<file path="src/rtl/branch_predictor_if.sv">
`default_nettype none
// =============================================================================
// Module : branch_predictor_if
// Brief  : Fetch lookup, EX_MEM resolution and statistics bundle of the BTB.
// Rev    : 1.0 - initial release
// =============================================================================
interface branch_predictor_if #(
  parameter int XLEN   = 32,
  parameter int STAT_W = 32
);
  logic [XLEN-1:0]   pc;
  logic              pred_hit;
  logic              pred_taken;
  logic [XLEN-1:0]   pred_target;
  logic [XLEN-1:0]   next_pc;
  logic              upd_valid;
  logic [XLEN-1:0]   upd_pc;
  logic              upd_is_jump;
  logic              upd_taken;
  logic [XLEN-1:0]   upd_target;
  logic              upd_pred_taken;
  logic [XLEN-1:0]   upd_pred_target;
  logic              mispredict;
  logic [XLEN-1:0]   redirect_pc;
  logic [STAT_W-1:0] stat_branches;
  logic [STAT_W-1:0] stat_mispredicts;

  modport master (
    output pc, upd_valid, upd_pc, upd_is_jump, upd_taken, upd_target,
           upd_pred_taken, upd_pred_target,
    input  pred_hit, pred_taken, pred_target, next_pc, mispredict,
           redirect_pc, stat_branches, stat_mispredicts
  );

  modport slave (
    input  pc, upd_valid, upd_pc, upd_is_jump, upd_taken, upd_target,
           upd_pred_taken, upd_pred_target,
    output pred_hit, pred_taken, pred_target, next_pc, mispredict,
           redirect_pc, stat_branches, stat_mispredicts
  );
endinterface
`default_nettype wire

</file>
<file path="src/rtl/branch_predictor.sv">
`default_nettype none
// =============================================================================
// Module : branch_predictor
// Brief  : Direct-mapped BTB with saturating counters, mispredict detection
//          and saturating branch/mispredict statistics.
// Rev    : 1.0 - initial release
// =============================================================================
module branch_predictor #(
  parameter int XLEN    = 32,
  parameter int ENTRIES = 16,
  parameter int CTR_W   = 2,
  parameter int STAT_W  = 32
) (
  input  logic              clk,
  input  logic              rst,
  branch_predictor_if.slave bp
);
  localparam int               IDX_W    = $clog2(ENTRIES);
  localparam int               TAG_W    = XLEN - IDX_W - 2;
  localparam logic [CTR_W-1:0] CTR_ONE  = CTR_W'(1);
  localparam logic [CTR_W-1:0] CTR_ZERO = '0;
  localparam logic [CTR_W-1:0] CTR_MAX  = {CTR_W{1'b1}};
  localparam logic [CTR_W-1:0] CTR_WT   = CTR_W'(1 << (CTR_W - 1));
  localparam logic [CTR_W-1:0] CTR_WNT  = CTR_WT - CTR_ONE;
  localparam logic [XLEN-1:0]  PC_STEP  = XLEN'(4);
  localparam logic [STAT_W-1:0] STAT_ONE = STAT_W'(1);
  localparam logic [STAT_W-1:0] STAT_MAX = {STAT_W{1'b1}};

  logic [ENTRIES-1:0] valid_q;
  logic [ENTRIES-1:0] jump_q;
  logic [TAG_W-1:0]   tag_q    [ENTRIES];
  logic [XLEN-1:0]    target_q [ENTRIES];
  logic [CTR_W-1:0]   ctr_q    [ENTRIES];
  logic [STAT_W-1:0]  stat_br_q, stat_br_d;
  logic [STAT_W-1:0]  stat_mp_q, stat_mp_d;

  logic [IDX_W-1:0] lk_idx;
  logic [TAG_W-1:0] lk_tag;
  logic [XLEN-1:0]  lk_pc4;
  logic             lk_hit;
  logic             lk_taken;
  logic [XLEN-1:0]  lk_target;

  logic [IDX_W-1:0] up_idx;
  logic [TAG_W-1:0] up_tag;
  logic [XLEN-1:0]  up_pc4;
  logic             up_hit;
  logic             taken_eff;
  logic             mispredict;

  logic             ent_we;
  logic             ent_jump_d;
  logic [XLEN-1:0]  ent_target_d;
  logic [CTR_W-1:0] ent_ctr_d;

  // Instructions are word aligned, so the two low PC bits never select anything.
  logic unused_low_bits;
  assign unused_low_bits = ^{bp.pc[1:0], bp.upd_pc[1:0]};

  assign lk_idx    = bp.pc[IDX_W+1:2];
  assign lk_tag    = bp.pc[XLEN-1:IDX_W+2];
  assign lk_pc4    = bp.pc + PC_STEP;
  assign lk_hit    = valid_q[lk_idx] && (tag_q[lk_idx] == lk_tag);
  assign lk_taken  = lk_hit && (jump_q[lk_idx] || (ctr_q[lk_idx] >= CTR_WT));
  assign lk_target = lk_hit ? target_q[lk_idx] : lk_pc4;

  assign bp.pred_hit    = lk_hit;
  assign bp.pred_taken  = lk_taken;
  assign bp.pred_target = lk_target;
  assign bp.next_pc     = lk_taken ? lk_target : lk_pc4;

  assign up_idx    = bp.upd_pc[IDX_W+1:2];
  assign up_tag    = bp.upd_pc[XLEN-1:IDX_W+2];
  assign up_pc4    = bp.upd_pc + PC_STEP;
  assign up_hit    = valid_q[up_idx] && (tag_q[up_idx] == up_tag);
  assign taken_eff = bp.upd_is_jump || bp.upd_taken;

  assign mispredict = bp.upd_valid &&
                      ((bp.upd_pred_taken != taken_eff) ||
                       (taken_eff && (bp.upd_pred_target != bp.upd_target)));

  assign bp.mispredict       = mispredict;
  assign bp.redirect_pc      = taken_eff ? bp.upd_target : up_pc4;
  assign bp.stat_branches    = stat_br_q;
  assign bp.stat_mispredicts = stat_mp_q;

  // Next contents of the single entry addressed by the resolving instruction.
  always_comb begin
    ent_we       = 1'b0;
    ent_jump_d   = jump_q[up_idx];
    ent_target_d = target_q[up_idx];
    ent_ctr_d    = ctr_q[up_idx];
    if (bp.upd_valid) begin
      if (up_hit) begin
        ent_we = 1'b1;
        if (bp.upd_is_jump) begin
          ent_jump_d   = 1'b1;
          ent_target_d = bp.upd_target;
          ent_ctr_d    = CTR_MAX;
        end else begin
          ent_jump_d = 1'b0;
          if (bp.upd_taken) begin
            ent_target_d = bp.upd_target;
            if (ctr_q[up_idx] != CTR_MAX) begin
              ent_ctr_d = ctr_q[up_idx] + CTR_ONE;
            end
          end else if (ctr_q[up_idx] != CTR_ZERO) begin
            ent_ctr_d = ctr_q[up_idx] - CTR_ONE;
          end
        end
      end else if (taken_eff) begin
        ent_we       = 1'b1;
        ent_jump_d   = bp.upd_is_jump;
        ent_target_d = bp.upd_target;
        ent_ctr_d    = bp.upd_is_jump ? CTR_MAX : CTR_WT;
      end
    end
  end

  always_comb begin
    stat_br_d = stat_br_q;
    stat_mp_d = stat_mp_q;
    if (bp.upd_valid && (stat_br_q != STAT_MAX)) begin
      stat_br_d = stat_br_q + STAT_ONE;
    end
    if (mispredict && (stat_mp_q != STAT_MAX)) begin
      stat_mp_d = stat_mp_q + STAT_ONE;
    end
  end

  always_ff @(posedge clk or posedge rst) begin
    if (rst) begin
      valid_q   <= '0;
      jump_q    <= '0;
      stat_br_q <= '0;
      stat_mp_q <= '0;
      for (int i = 0; i < ENTRIES; i++) begin
        tag_q[i]    <= '0;
        target_q[i] <= '0;
        ctr_q[i]    <= CTR_WNT;
      end
    end else begin
      stat_br_q <= stat_br_d;
      stat_mp_q <= stat_mp_d;
      if (ent_we) begin
        valid_q[up_idx]  <= 1'b1;
        jump_q[up_idx]   <= ent_jump_d;
        tag_q[up_idx]    <= up_tag;
        target_q[up_idx] <= ent_target_d;
        ctr_q[up_idx]    <= ent_ctr_d;
      end
    end
  end
endmodule
`default_nettype wire

</file>
<file path="src/flat_wrapper.sv">
// flat-port wrapper written by rule: the top's interface ports become plain ports
module branch_predictor_flat 
#(
  parameter int XLEN    = 32,
  parameter int ENTRIES = 16,
  parameter int CTR_W   = 2,
  parameter int STAT_W  = 32
)
  (clk, rst, bp_pc, bp_upd_valid, bp_upd_pc, bp_upd_is_jump, bp_upd_taken, bp_upd_target, bp_upd_pred_taken, bp_upd_pred_target, bp_pred_hit, bp_pred_taken, bp_pred_target, bp_next_pc, bp_mispredict, bp_redirect_pc, bp_stat_branches, bp_stat_mispredicts);
  branch_predictor_if #(.XLEN(XLEN), .STAT_W(STAT_W)) bp_i ();
  input  logic clk;
  input  logic rst;
  input wire logic [$bits(bp_i.pc)-1:0] bp_pc;
  input wire logic [$bits(bp_i.upd_valid)-1:0] bp_upd_valid;
  input wire logic [$bits(bp_i.upd_pc)-1:0] bp_upd_pc;
  input wire logic [$bits(bp_i.upd_is_jump)-1:0] bp_upd_is_jump;
  input wire logic [$bits(bp_i.upd_taken)-1:0] bp_upd_taken;
  input wire logic [$bits(bp_i.upd_target)-1:0] bp_upd_target;
  input wire logic [$bits(bp_i.upd_pred_taken)-1:0] bp_upd_pred_taken;
  input wire logic [$bits(bp_i.upd_pred_target)-1:0] bp_upd_pred_target;
  output wire logic [$bits(bp_i.pred_hit)-1:0] bp_pred_hit;
  output wire logic [$bits(bp_i.pred_taken)-1:0] bp_pred_taken;
  output wire logic [$bits(bp_i.pred_target)-1:0] bp_pred_target;
  output wire logic [$bits(bp_i.next_pc)-1:0] bp_next_pc;
  output wire logic [$bits(bp_i.mispredict)-1:0] bp_mispredict;
  output wire logic [$bits(bp_i.redirect_pc)-1:0] bp_redirect_pc;
  output wire logic [$bits(bp_i.stat_branches)-1:0] bp_stat_branches;
  output wire logic [$bits(bp_i.stat_mispredicts)-1:0] bp_stat_mispredicts;
  assign bp_i.pc = bp_pc;
  assign bp_i.upd_valid = bp_upd_valid;
  assign bp_i.upd_pc = bp_upd_pc;
  assign bp_i.upd_is_jump = bp_upd_is_jump;
  assign bp_i.upd_taken = bp_upd_taken;
  assign bp_i.upd_target = bp_upd_target;
  assign bp_i.upd_pred_taken = bp_upd_pred_taken;
  assign bp_i.upd_pred_target = bp_upd_pred_target;
  assign bp_pred_hit = bp_i.pred_hit;
  assign bp_pred_taken = bp_i.pred_taken;
  assign bp_pred_target = bp_i.pred_target;
  assign bp_next_pc = bp_i.next_pc;
  assign bp_mispredict = bp_i.mispredict;
  assign bp_redirect_pc = bp_i.redirect_pc;
  assign bp_stat_branches = bp_i.stat_branches;
  assign bp_stat_mispredicts = bp_i.stat_mispredicts;
  branch_predictor #(.XLEN(XLEN), .ENTRIES(ENTRIES), .CTR_W(CTR_W), .STAT_W(STAT_W)) u_core (.clk(clk), .rst(rst), .bp(bp_i));
endmodule
</file>
<file path="config.mk">
export PLATFORM = sky130hd
export DESIGN_NAME = branch_predictor_flat
export DESIGN_NICKNAME = d
export VERILOG_FILES = /design/src/rtl/branch_predictor_if.sv /design/src/rtl/branch_predictor.sv /design/src/flat_wrapper.sv
export SDC_FILE = /design/constraint.sdc
export NUM_CORES = 2
export LEC_CHECK = 0
export ABC_AREA = 0
export CAP_MARGIN = 25
export CELL_PAD_IN_SITES_DETAIL_PLACEMENT = 2
export CELL_PAD_IN_SITES_GLOBAL_PLACEMENT = 2
export CORE_ASPECT_RATIO = 1.2
export CORE_MARGIN = 2
export CORE_UTILIZATION = 35
export DETAILED_ROUTE_END_ITERATION = 6
export MAX_ROUTING_LAYER = met4
export PLACE_DENSITY = 0.76
export SLEW_MARGIN = 20
export SYNTH_ARGS = -nofsm -noshare
export SYNTH_HDL_FRONTEND = slang
export SYNTH_SLANG_ARGS = --single-unit
</file>
<file path="constraint.sdc">
create_clock -name clk -period 102.4 [get_ports clk]
set_input_delay 10.24 -clock clk [delete_from_list [all_inputs] [get_ports clk]]
set_output_delay 10.24 -clock clk [all_outputs]
set_load 0.03 [all_outputs]
</file>
==> results.py <==
metrics = {
    "route": {
        "num_vias": 39400,
        "final_antenna_net_count": 0,
        "remaining_drc_errors": 0,
        "drt_pass1_iterations": 5,
        "wire_per_inst_um": 34.5,
        "finalWirelength_um": 223000,
        "detail_route.vias_per_cell": 6.08,
        "initialDrtViolationCount": 3448,
    },
    "placed_design": {
        "placement.cell_area_mm2": 0.0637,
        "detailed_place_hpwl_um": 141000,
        "dp_slack_ps": 75220,
        "finalWeightedCongestion": 0.885,
        "io_buffers": 296,
    },
    "sta": {
        "slew-limit-headroom_pct": 28.0,
        "finalSetupTns_ps": 0,
        "finalMaxSlewViolations": 0,
        "fraction_of_the_cycle_the_final_worst_path_needs_pct": 26.6,
        "setup_viol_count_final": 0,
        "timing_worst_slew_pin_value_ps": 1070,
        "grt_setup_unrepaired": "false",
        "max_freq_ghz": 0.0368,
        "setup_slack_ps": 75200,
        "hold_viol_final": 0,
        "worst_clock_skew_ps": 73.6,
        "period_minus_slack_ps": 27200,
    },
    "critical_path": {
        "timing.critical_path.to_type": "primary output",
        "critical_path_class": "input pin to primary output",
        "setup.worst_path.start_class": "input pin",
        "crit_path_max_fanout": 71,
        "worst_reg2reg_path_depth": 12,
        "end_point_of_the_critical_path": "bp_next_pc[3]",
        "worst_setup_path_startpoint": "bp_pc[2]",
        "worst_path_max_delay_cell": "sky130_fd_sc_hd__or4_2",
        "r2r-end": "u_core.tag_q[398]$_DFFE_PP0P_",
        "cpMostUsedCell": "sky130_fd_sc_hd__mux4_2",
        "worst_ep_required_time_ps": 92160,
        "critical_path.cell_chain": "buf_8 > buf_4 > mux4_2 > mux4_2 > xnor2_1 > nor4b_2 > nand4_1 > or4_2 > buf_12 > nor2_8 > mux2_4 > clkdlybuf4s50_1",
        "cp_slowest_stage_delay_ps": 900,
        "r2r_slack_ps": 96190,
        "crit_arrival_ps": 16960,
        "reg2reg_from": "u_core.tag_q[377]$_DFFE_PP0P_",
    },
    "grt": {
        "grt_pass1_wl_um": 326000,
        "grt_start_max_net_pins": 167,
        "grt.total_usage_pct": 27.0,
        "via_count_of_the_first_global_routing_pass": 43900,
        "grt.overflow.total": 0,
        "initial_antenna_violation_count": 22,
    },
    "floorplan": {
        "die_width_um": 379,
        "floorplan.die_area_mm2": 0.172,
        "dieHeight_um": 453,
        "initial_utilization_pct": 35.3,
        "num_rows": 164,
        "core-area_mm2": 0.167,
        "pin_count": 297,
    },
    "logic_synthesis": {
        "async_s_r_ff_share_synth_pct": 100,
        "postSynthNetCount": 4088,
        "synth_cell_type_count": 77,
        "syn-instance-count": 3947,
        "post_synth_main_area_contributors": "sky130_fd_sc_hd__dfrtp_1 (44%), sky130_fd_sc_hd__mux4_2 (20%), sky130_fd_sc_hd__mux2_2 (18%)",
        "synth_ff_type": "sky130_fd_sc_hd__dfrtp_1",
        "synth_edf_count": 0,
        "synth-warning-count": 0,
        "synth_largest_type_area_fraction_pct": 44.2,
        "synth_seq_cells": 1056,
        "top_cell_type_by_total_area_after_synthesis": "sky130_fd_sc_hd__dfrtp_1",
        "synth.cell_area_mm2": 0.0589,
        "syn-mean-instance-area_um2": 14.9,
        "synth-seq-area-share_pct": 44.9,
    },
    "cts": {
        "number_of_buffers_created_by_cts": 116,
        "h-tree-depth": 3,
        "cts_resized": 0,
        "clock_tree.root_cell": "sky130_fd_sc_hd__clkbuf_16",
        "cts.repair_timing.setup_buffer_count": 0,
        "tritoncts_clock_tree": "built",
        "clock_latency_on_the_worst_skew_pair_ps": 790,
        "cts.clk_slew.worst_paths_ps": 60,
        "numClockSinks": 1056,
        "cts.hold.buffers_added": 0,
        "ctsLongestPathBuffers": 3,
    },
    "hold_path": {
        "hold_path_class": "flop to flop",
    },
    "power": {
        "leakagePower_nw": 28.2,
        "finalPower_mw": 1.42,
        "pwr_density_cell_mw_per_mm2": 20.8,
        "max-vdd-ir-drop_mv": 0.0155,
    },
    "cells_and_area": {
        "postLayoutCellArea_mm2": 0.0682,
        "post_route_cells_drive_above_1_share_pct": 44.5,
        "synth_to_final_area_change_pct": 15.8,
        "fin_util_pct": 40.9,
        "finalNetCount": 4254,
    },
    "status": {
        "status": "finished clean",
    },
    "run": {
        "max-cap-violations": 0,
    },
}
## where the power goes
part / internal (mW) / switching (mW)
Clock: 0.285 / 0.193
Sequential: 0.513 / 0.0819
Combinational: 0.192 / 0.157
## state kept, by name (all words and copies together) (netlist names)
register,count
u_core.bp.stat_branches,32
u_core.tag_q,416
u_core.target_q,512
u_core.ctr_q,32
u_core.bp.stat_mispredicts,32
u_core.jump_q,16
u_core.valid_q,16
## area by class of cell
type                       instances  area, um2
timing repair buffer             413       4000
multi-input combinational       2497      30400
clock buffer                     154       3300
clock inverter                    65       1070
fill                           16000      98600
tap                             2241       2800
antenna                           21       52.6
inverter                          29        119
sequential                      1056      26400
## worst max-delay path, delay by kind of cell
family,cells,cell delay (ps)
XOR/XNOR,1,430
buffers and inverters,4,2420
multiplexers,3,1550
AND/OR/NAND/NOR,4,2150
## cell families (layout without fill, tap and decap cells)
kind of cell	count (synthesis)	after routing	synth area share (%)
multiplexers	1685	1685	42.4
flip-flops	1056	1056	44.9
AND/OR/NAND/NOR	423	423	3.77
buffers and inverters	394	661	3.55
XOR/XNOR	197	197	2.95
AO/OA/AOI/OAI	185	185	2.26
adder cells (fa/ha/maj)	7	7	0.149
other	0	21	0
## cells in the final DEF (no fill, tap or decap), types with 6 or more instances in the layout
cell | netlist | final
sky130_fd_sc_hd__dfrtp_1 | 1040 | 1040
sky130_fd_sc_hd__mux2_2 | 918 | 918
sky130_fd_sc_hd__mux4_2 | 534 | 534
sky130_fd_sc_hd__clkdlybuf4s50_1 | 0 | 288
sky130_fd_sc_hd__xnor2_1 | 124 | 124
sky130_fd_sc_hd__nand2_1 | 117 | 116
sky130_fd_sc_hd__clkbuf_16 | 0 | 116
sky130_fd_sc_hd__buf_4 | 74 | 107
sky130_fd_sc_hd__mux2_1 | 103 | 103
sky130_fd_sc_hd__mux2i_1 | 99 | 99
sky130_fd_sc_hd__xor2_1 | 71 | 71
sky130_fd_sc_hd__nand3_1 | 68 | 68
sky130_fd_sc_hd__nor2_1 | 55 | 54
sky130_fd_sc_hd__o21ai_0 | 49 | 49
sky130_fd_sc_hd__nand4_1 | 49 | 49
sky130_fd_sc_hd__mux2_4 | 29 | 29
sky130_fd_sc_hd__inv_1 | 27 | 26
sky130_fd_sc_hd__nor3_1 | 26 | 26
sky130_fd_sc_hd__clkbuf_8 | 0 | 25
sky130_fd_sc_hd__a21oi_1 | 23 | 23
sky130_fd_sc_hd__bufinv_16 | 0 | 23
sky130_fd_sc_hd__clkinv_2 | 0 | 22
sky130_fd_sc_hd__diode_2 | 0 | 21
sky130_fd_sc_hd__a22oi_1 | 21 | 21
sky130_fd_sc_hd__and3_1 | 21 | 21
sky130_fd_sc_hd__or2_2 | 17 | 17
sky130_fd_sc_hd__o32a_1 | 16 | 16
sky130_fd_sc_hd__nor2_4 | 12 | 16
sky130_fd_sc_hd__dfstp_2 | 16 | 16
sky130_fd_sc_hd__a22o_1 | 15 | 15
sky130_fd_sc_hd__clkbuf_1 | 142 | 13
sky130_fd_sc_hd__clkinvlp_4 | 0 | 10
sky130_fd_sc_hd__nor4_1 | 9 | 8
sky130_fd_sc_hd__a221oi_1 | 8 | 8
sky130_fd_sc_hd__a211oi_1 | 8 | 8
sky130_fd_sc_hd__nand2b_1 | 7 | 7
sky130_fd_sc_hd__and4_1 | 7 | 7
sky130_fd_sc_hd__ha_1 | 7 | 7
sky130_fd_sc_hd__buf_12 | 0 | 7
sky130_fd_sc_hd__nor2b_1 | 8 | 6
## metrics by stage
| step | hold slack [ps] | std cells |
|---|---|---|
| final | 497 | 6476 |
| after global routing | 512 | 6472 |
| after CTS | 499 | 6451 |
| after detailed placement | 482 | 6232 |
| after global placement | 463 | 6229 |
| after floorplan | 446 | 3947 |
## routing by layer
metal | up-vias | share of wire (%) | GRT usage, %
li1 | 15500 | - | -
met1 | 21800 | 40 | 33.8
met2 | 1617 | 48 | 42.4
met3 | 459 | 6.8 | 5.21
met4 | 0 | 4.8 | 11.9
met5 | - | 0 | -
## Yosys cell counts, types with 23 or more instances
library cell and n:
sky130_fd_sc_hd__mux2_1 103, sky130_fd_sc_hd__buf_4 74, sky130_fd_sc_hd__xor2_1 71, sky130_fd_sc_hd__nor3_1 26, sky130_fd_sc_hd__mux2_4 29, sky130_fd_sc_hd__nand4_1 49
sky130_fd_sc_hd__mux4_2 534, sky130_fd_sc_hd__dfrtp_1 1040, sky130_fd_sc_hd__o21ai_0 49, sky130_fd_sc_hd__nand3_1 68, sky130_fd_sc_hd__mux2i_1 99, sky130_fd_sc_hd__inv_1 27
sky130_fd_sc_hd__buf_1 49, sky130_fd_sc_hd__nand2_1 117, sky130_fd_sc_hd__buf_2 69, sky130_fd_sc_hd__xnor2_1 124, sky130_fd_sc_hd__nor2_1 55, sky130_fd_sc_hd__mux2_2 918
sky130_fd_sc_hd__buf_6 27, sky130_fd_sc_hd__a21oi_1 23, sky130_fd_sc_hd__clkbuf_1 142
## how the worst min path moves through the flow
| stage | to | startpoint | cells after the start | slack (ps) |
|---|---|---|---|---|
| floorplan | u_core.valid_q[3]$_DFFE_PP0P_ | u_core.valid_q[3]$_DFFE_PP0P_ | 1 | 450 |
| global placement | u_core.valid_q[3]$_DFFE_PP0P_ | u_core.valid_q[3]$_DFFE_PP0P_ | 1 | 460 |
| detailed placement | u_core.bp.stat_branches[28]$_DFFE_PP0P_ | u_core.bp.stat_branches[28]$_DFFE_PP0P_ | 1 | 480 |
| CTS | u_core.valid_q[4]$_DFFE_PP0P_ | u_core.valid_q[4]$_DFFE_PP0P_ | 1 | 500 |
| global route | u_core.bp.stat_mispredicts[27]$_DFFE_PP0P_ | u_core.bp.stat_mispredicts[27]$_DFFE_PP0P_ | 1 | 510 |
| finish | u_core.bp.stat_branches[28]$_DFFE_PP0P_ | u_core.bp.stat_branches[28]$_DFFE_PP0P_ | 1 | 500 |
No activity file was read; power rests on OpenSTA's default activity.
